<file path="config.mk">
export PLATFORM = sky130hd
export DESIGN_NAME = cobs_stream_arbiter
export DESIGN_NICKNAME = d
export VERILOG_FILES = /design/src/rtl/cobs_stream_arbiter.sv
export SDC_FILE = /design/constraint.sdc
export NUM_CORES = 1
export LEC_CHECK = 0
export BUFFER_PORTS_ARGS = -buffer_cell sky130_fd_sc_hd__buf_4
export CAP_MARGIN = 20
export CORE_UTILIZATION = 42
export DETAILED_ROUTE_END_ITERATION = 12
export HOLD_SLACK_MARGIN = 0.12
export PLACE_DENSITY = 0.9
export SYNTH_ARGS = -nofsm -noshare
export SYNTH_HDL_FRONTEND = slang
export SYNTH_SLANG_ARGS = --single-unit
</file>
<file path="constraint.sdc">
create_clock -name clk -period 5.8 [get_ports clk]
set_input_delay 0.58 -clock clk [delete_from_list [all_inputs] [get_ports clk]]
set_output_delay 0.58 -clock clk [all_outputs]
set_load 0.03 [all_outputs]
</file>
<file path="src/rtl/cobs_stream_arbiter.sv">
// Round-robin packet arbiter sharing one AXI-Stream path between NUM_SOURCES sources.
// Define COBS_ARB_HEADER_EN to prefix each packet with a {8'hA5, grant_id} channel header.
module cobs_stream_arbiter #(
   parameter int unsigned NUM_SOURCES = 4,
   parameter int unsigned DATA_WIDTH  = 16,
   parameter int unsigned MAX_BEATS   = 64,
   parameter int unsigned ID_WIDTH    = $clog2(NUM_SOURCES)
) (
   input  logic                              clk,
   input  logic                              rst,
   input  logic [NUM_SOURCES*DATA_WIDTH-1:0] s_tdata,
   input  logic [NUM_SOURCES-1:0]            s_tvalid,
   input  logic [NUM_SOURCES-1:0]            s_tlast,
   output logic [NUM_SOURCES-1:0]            s_tready,
   output logic [DATA_WIDTH-1:0]             m_tdata,
   output logic                              m_tvalid,
   output logic                              m_tlast,
   input  logic                              m_tready,
   output logic [ID_WIDTH-1:0]               grant_id,
   output logic                              busy,
   output logic                              overflow
);

   localparam int unsigned CNT_WIDTH = (MAX_BEATS > 2) ? $clog2(MAX_BEATS) : 1;
   localparam logic [CNT_WIDTH-1:0] LAST_CNT = CNT_WIDTH'(MAX_BEATS - 1);

`ifdef COBS_ARB_HEADER_EN
   typedef enum logic [1:0] {StIdle, StHdr, StPass} state_e;
`else
   typedef enum logic [0:0] {StIdle, StPass} state_e;
`endif

   state_e                 state;
   logic [ID_WIDTH-1:0]    rr_ptr;
   logic [CNT_WIDTH-1:0]   beat_cnt;
   logic                   found;
   logic [ID_WIDTH-1:0]    winner;
   logic [ID_WIDTH-1:0]    cand;
   logic [DATA_WIDTH-1:0]  sel_data;
   logic                   sel_valid;
   logic                   sel_last;
   logic                   at_limit;
   logic                   xfer;

   // Cyclic search starting just after the last winner.
   always_comb begin
      found  = 1'b0;
      winner = '0;
      cand   = '0;
      for (int unsigned k = 1; k <= NUM_SOURCES; k++) begin
         cand = ID_WIDTH'((32'(rr_ptr) + k) % NUM_SOURCES);
         if (!found && s_tvalid[cand]) begin
            found  = 1'b1;
            winner = cand;
         end
      end
   end

   always_comb begin
      sel_data  = '0;
      sel_valid = 1'b0;
      sel_last  = 1'b0;
      for (int i = 0; i < NUM_SOURCES; i++) begin
         if (grant_id == ID_WIDTH'(i)) begin
            sel_data  = s_tdata[i*DATA_WIDTH +: DATA_WIDTH];
            sel_valid = s_tvalid[i];
            sel_last  = s_tlast[i];
         end
      end
   end

   assign at_limit = (beat_cnt == LAST_CNT);

   always_comb begin
      m_tdata  = '0;
      m_tvalid = 1'b0;
      m_tlast  = 1'b0;
      s_tready = '0;
      case (state)
`ifdef COBS_ARB_HEADER_EN
         StHdr: begin
            m_tvalid = 1'b1;
            m_tdata  = DATA_WIDTH'({8'hA5, 8'(grant_id)});
         end
`endif
         StPass: begin
            m_tdata  = sel_data;
            m_tvalid = sel_valid;
            m_tlast  = sel_last | at_limit;
            for (int i = 0; i < NUM_SOURCES; i++) begin
               s_tready[i] = m_tready && (grant_id == ID_WIDTH'(i));
            end
         end
         default: ;
      endcase
   end

   assign xfer = m_tvalid && m_tready;

   always_ff @(posedge clk) begin
      if (rst) begin
         state    <= StIdle;
         rr_ptr   <= ID_WIDTH'(NUM_SOURCES - 1);
         grant_id <= '0;
         beat_cnt <= '0;
         busy     <= 1'b0;
         overflow <= 1'b0;
      end else begin
         case (state)
            StIdle: begin
               if (found) begin
                  grant_id <= winner;
                  rr_ptr   <= winner;
                  beat_cnt <= '0;
                  busy     <= 1'b1;
`ifdef COBS_ARB_HEADER_EN
                  state    <= StHdr;
`else
                  state    <= StPass;
`endif
               end
            end
`ifdef COBS_ARB_HEADER_EN
            StHdr: begin
               if (m_tready) state <= StPass;
            end
`endif
            StPass: begin
               if (xfer) begin
                  if (m_tlast) begin
                     state <= StIdle;
                     busy  <= 1'b0;
                     // tlast came from the beat limit, not the source
                     if (!sel_last) overflow <= 1'b1;
                  end else begin
                     beat_cnt <= beat_cnt + 1'b1;
                  end
               end
            end
            default: state <= StIdle;
         endcase
      end
   end

endmodule

</file>
# Word level (Yosys, flattened, before mapping)
# Index checks and enable logic that the tools add are counted.
[totals]
register_bits = 13
input_bits = 75
[op_classes]
add_sub_neg = 5
order_cmp = 4
n_eq_ne = 8
n_mux = 44
bitwise = 3
n_reduce_logical = 16
[op_table]
columns = ["cell", "n"]
rows = [
  ["16-bit 2-to-1 mux", 5],
  ["1-bit 2-to-1 mux", 24],
  ["6-bit 2-to-1 mux", 3],
  ["2-bit by 3-bit < comparator with 1-bit output (second input constant)", 4],
  ["6-bit case mux with 2 select lines", 1],
  ["1-bit binary-select mux with 2-bit select", 4],
  ["1-bit logical AND", 8],
  ["2-bit 2-to-1 mux", 4],
  ["6-bit by 1-bit adder with 6-bit output (second input constant)", 1],
  ["6-bit == test (second input constant)", 1],
  ["2-bit != test (second input constant)", 3],
  ["3-bit AND reduction", 2],
  ["2-bit by 1-bit adder with 2-bit output (second input constant)", 2],
  ["2-bit adder (second input constant)", 2],
  ["2-bit == test (second input constant)", 2],
  ["4-bit 2-to-1 mux", 1],
  ["1-bit case mux with 2 select lines", 2],
  ["4-bit AND reduction", 1],
  ["1-bit zero test", 3],
  ["2-bit by 1-bit == test with 1-bit output (second input constant)", 1],
  ["2-bit zero test", 1],
  ["2-bit by 1-bit != test with 1-bit output (second input constant)", 1],
  ["1-bit NOT", 2],
  ["2-bit AND reduction", 1],
  ["1-bit bitwise OR", 1],
]

# Logic depth before layout (Yosys ltp)
[depth]
depth_word = 15
mapped_depth = 6
mapped_depth_nobuf = 4

# Least setup slack after synthesis
# OpenSTA, ideal clock, no wires.
[synth_path]
path_kind = "reg2out"
start = "register grant_id[0]"
end = "output port m_tdata[10]"
arrival_time_ns = 1.845
setup_slack_ns = 3.375
stages_incl_launch_ff = 5
path_buffers = 2
path_cell_list = "dfxtp_1 buf_6 clkbuf_1 mux4_2 and2_1"
[synth_between]
elab_chain_len = 6
word_cells_on_any_way = 9
classes_between = "eq/ne (3); mux (5); reduce/logical (1)"
[synth_lines]
columns = ["element", "line_no", "source"]
rows = [
  ["start, declared", "19", "output logic [ID_WIDTH-1:0] grant_id,"],
  ["start signal, assigned", "112", "grant_id <= winner;"],
  ["2-bit zero test", "64", "if (grant_id == ID_WIDTH'(i)) begin"],
  ["16-bit 2-to-1 mux (3 in series)", "64", ""],
  ["16-bit 2-to-1 mux *", "64", ""],
  ["16-bit 2-to-1 mux *", "79", "case (state)"],
  ["end, declared", "15", "output logic [DATA_WIDTH-1:0] m_tdata,"],
]
# Mark *: on every way between the ends. The rest lies on a longest branch, timed or not.

# Worst setup path in the final report
[layout_path]
start = "register grant_id[0]"
end = "output port m_tlast"
[layout_between]
elab_chain_len = 7
word_cells_on_any_way = 10
classes_between = "eq/ne (3); mux (5); bitwise (1); reduce/logical (1)"
[layout_lines]
columns = ["element", "line_no", "source"]
rows = [
  ["2-bit zero test", "64", ""],
  ["1-bit 2-to-1 mux (3 in series)", "64", ""],
  ["1-bit 2-to-1 mux *", "64", ""],
  ["1-bit bitwise OR *", "89", "m_tlast = sel_last | at_limit;"],
  ["1-bit 2-to-1 mux *", "79", ""],
  ["end, declared", "17", "output logic m_tlast,"],
]
# Marked as above.

==> impl_metrics.ini <==
[status]
run_status = complete, no violations

[floorplanning]
placement_rows = 19
floorplan.die_area_um2 = 3146
floorplan.initialDensity_pct = 44.56
floorplan.io_pins = 101
die_h_um = 56.09
fp.dieW_um = 56.09
core_region_area_um2 = 2758

[clocking]
cts_root_buffer = sky130_fd_sc_hd__clkbuf_4
tritoncts = yes
cts_hold_repair.buffers = 0
cts.sinks = 13
clock_path_buffers = 2
clk_latency_ns = 0.30
cts.repair_timing.setup_buffer_count = 0
htree_num_levels = 1
resized_after_cts = 0
cts_buffers = 3
clk_transition_reported_paths_ns = 0.08

[cells_and_area]
synthToLayoutAreaGrowth_pct = 62.93
n_fill_cell = 205
fin_cells = 254
num_antenna_cells = 0
mostFrequentLayoutCell = sky130_fd_sc_hd__buf_4
utilization_pct = 72.60
final_design_area_no_fill_um2 = 2002
drive_above_1_share_pct = 55.16
mostFrequentLayoutCells = sky130_fd_sc_hd__buf_4 (101), sky130_fd_sc_hd__mux4_2 (18), sky130_fd_sc_hd__and2_1 (17)
final_net_count = 300

[grt]
antenna_found_initial = 0
first_global_vias = 1283
grt_remaining_overflow = 0
grt_start_max_net_pins = 25
grt_first_pass_wirelength_um = 6203
grt_usage_pct = 25.69

[synth]
yosys_top_cell_by_area = sky130_fd_sc_hd__mux4_2
ys.warnings.count = 0
share_of_the_synthesized_area_in_the_top_cell_type_pct = 32.99
netlist_instances = 127
asyncSetResetFlopFracSynth_pct = 0
synth_enable_flop_cells = 0
synth.avg_cell_area_um2 = 9.675
ys_top_cells_by_area = sky130_fd_sc_hd__mux4_2 (33%), sky130_fd_sc_hd__dfxtp_1 (21%), sky130_fd_sc_hd__and2_1 (8.7%)
netlist-cell-type-count = 37
synth_fp_nets = 203
synth_sequential_area_ratio_pct = 21.18
register_bit_total_from_synthesis = 13
synthesis.area_um2 = 1229
dominantRegCellSynth = sky130_fd_sc_hd__dfxtp_1

[timing]
relSlewSlack_pct = 35.93
final_max_slew_viol_count = 0
finClkSkew_ns = 0.004547
worst_case_setup_margin_in_the_final_layout_ns = 2.715
grt_setup_unrepaired = false
setup-tns-final_ns = 0
final_report_setup_violation_count = 0
max_slew.worst_pin.slew_ns = 0.9598
peak_freq_mhz = 324.1
fin_crit_sh_pct = 53.20
report.final.hold_viol_count = 0
period_needed_ns = 3.085

[power_and_ir_drop]
p_leak_nw = 0.9063
power.density_cell_area_nw_per_um2 = 166.8
ir_worst_vdd_v = 0.0001374

[place]
gpl.final_weighted_congestion = 0.8406
place_ws_ns = 3.041
port-buffer-count = 100
placement.cell_area_um2 = 1976
place.detailed.hpwl_um = 3239
post_placement_cell_count = 250

[drt]
drt-pass1-iter-count = 4
wl_per_cell_um = 15.57
antenna_left = 0
postRouteWirelength_um = 3955
drc_errors = 0
vias = 1421
drt-initial-drc-count = 62
viasPerCell = 5.594

[setup_path]
critical_path.max_stage_delay_ns = 0.74
arrival_ns = 2.51
timing_worst_setup_path_type = reg2out
critical_path.top_delay_family = flip-flops
critPathCaptureType = primary output
worstSetupStartpointType = flip-flop
worst_path_max_delay_cell = sky130_fd_sc_hd__dfxtp_1
crit_path_cell_trace = buf_4 > mux4_2 > a31oi_1 > nor2_1 > buf_4
cp_data_required_time_ns = 5.22
crit_buf_inv = 2
cp_common_cell = sky130_fd_sc_hd__buf_4
worstPathMaxFanout = 14

[hold_path]
hold_path.class = reg2reg

[job]
drv.max_cap_violation_count = 0
stage by stage:
| stage | total power, mW | hold WS [ns] |
|---|---|---|
| floorplan | 0.2058 | 0.4653 |
| CTS | 0.3364 | 0.4647 |
| detailed placement | 0.2759 | 0.4526 |
| global route | 0.3528 | 0.5008 |
| finish | 0.3340 | 0.4581 |
| global placement | 0.2733 | 0.4386 |
metal layers:
layer / vias to the layer above / global-route usage, % / share of wire (%)
met1: 666 / 30.55 / 38
met4: 0 / 11.85 / 2.6
li1: 690 / - / -
met5: - / 0 / 0
met2: 56 / 45.07 / 52
met3: 9 / 4.186 / 6.9
worst min-delay path: stages (launching register included):
cell and delay [ns]:
sky130_fd_sc_hd__dfxtp_1 0.32, sky130_fd_sc_hd__inv_1 0.05, sky130_fd_sc_hd__a21oi_1 0.05
state kept, by name (all words and copies together), names as in the netlist:
register / cells
state: 1
overflow: 1
busy: 1
grant_id: 2
beat_cnt: 6
rr_ptr: 2
final timing paths:
| path | end | from | slack, ns | depth (start not counted) |
|---|---|---|---|---|
| setup / recovery | m_tlast | grant_id[0] | 2.71 | 5 |
| hold / removal | overflow | overflow | 0.46 | 2 |
| setup reg to reg | beat_cnt[5] | grant_id[0] | 3.10 | 5 |
| hold reg to reg | overflow | overflow | 0.46 | 2 |
cell families after synthesis:
| family | count (synthesis) | share of synthesized area (%) |
|---|---|---|
| AO/OA/AOI/OAI | 25 | 13.55 |
| adder cells (fa/ha/maj) | 1 | 1.018 |
| AND/OR/NAND/NOR | 57 | 25.46 |
| buffers and inverters | 12 | 4.989 |
| flip-flops | 13 | 21.18 |
| multiplexers | 19 | 33.81 |
synthesized netlist by cell type, drive strengths merged (2+ instances only):
library cell  count
nand3             6
a31o              2
or3               2
o21ai             2
clkbuf            6
and2             18
nand2             9
or4               3
o31ai             2
o211ai            2
nor3              3
a21oi             8
and3              3
dfxtp            13
nor2              7
inv               3
buf               3
nor4              2
mux4             18
power breakdown:
group | switching [mW] | internal [mW] | total [mW] | leakage, nW
Clock | 0.0335 | 0.0269 | 0.0604 | 0.0150
Sequential | 0.0133 | 0.0934 | 0.107 | 0.106
Combinational | 0.0739 | 0.0930 | 0.167 | 0.785
Total | 0.121 | 0.213 | 0.334 | 0.906
area by class of cell:
cell class	instances	area (um2)	area share, %
multi-input cells	102	907.1	45.31
repair buffers	101	758.2	37.87
clock buffers	4	26.28	1.313
flip-flops and latches	13	260.3	13.00
inverters	3	11.26	0.5625
well taps	31	38.79	1.938
No activity file was read; power rests on OpenSTA's default activity.
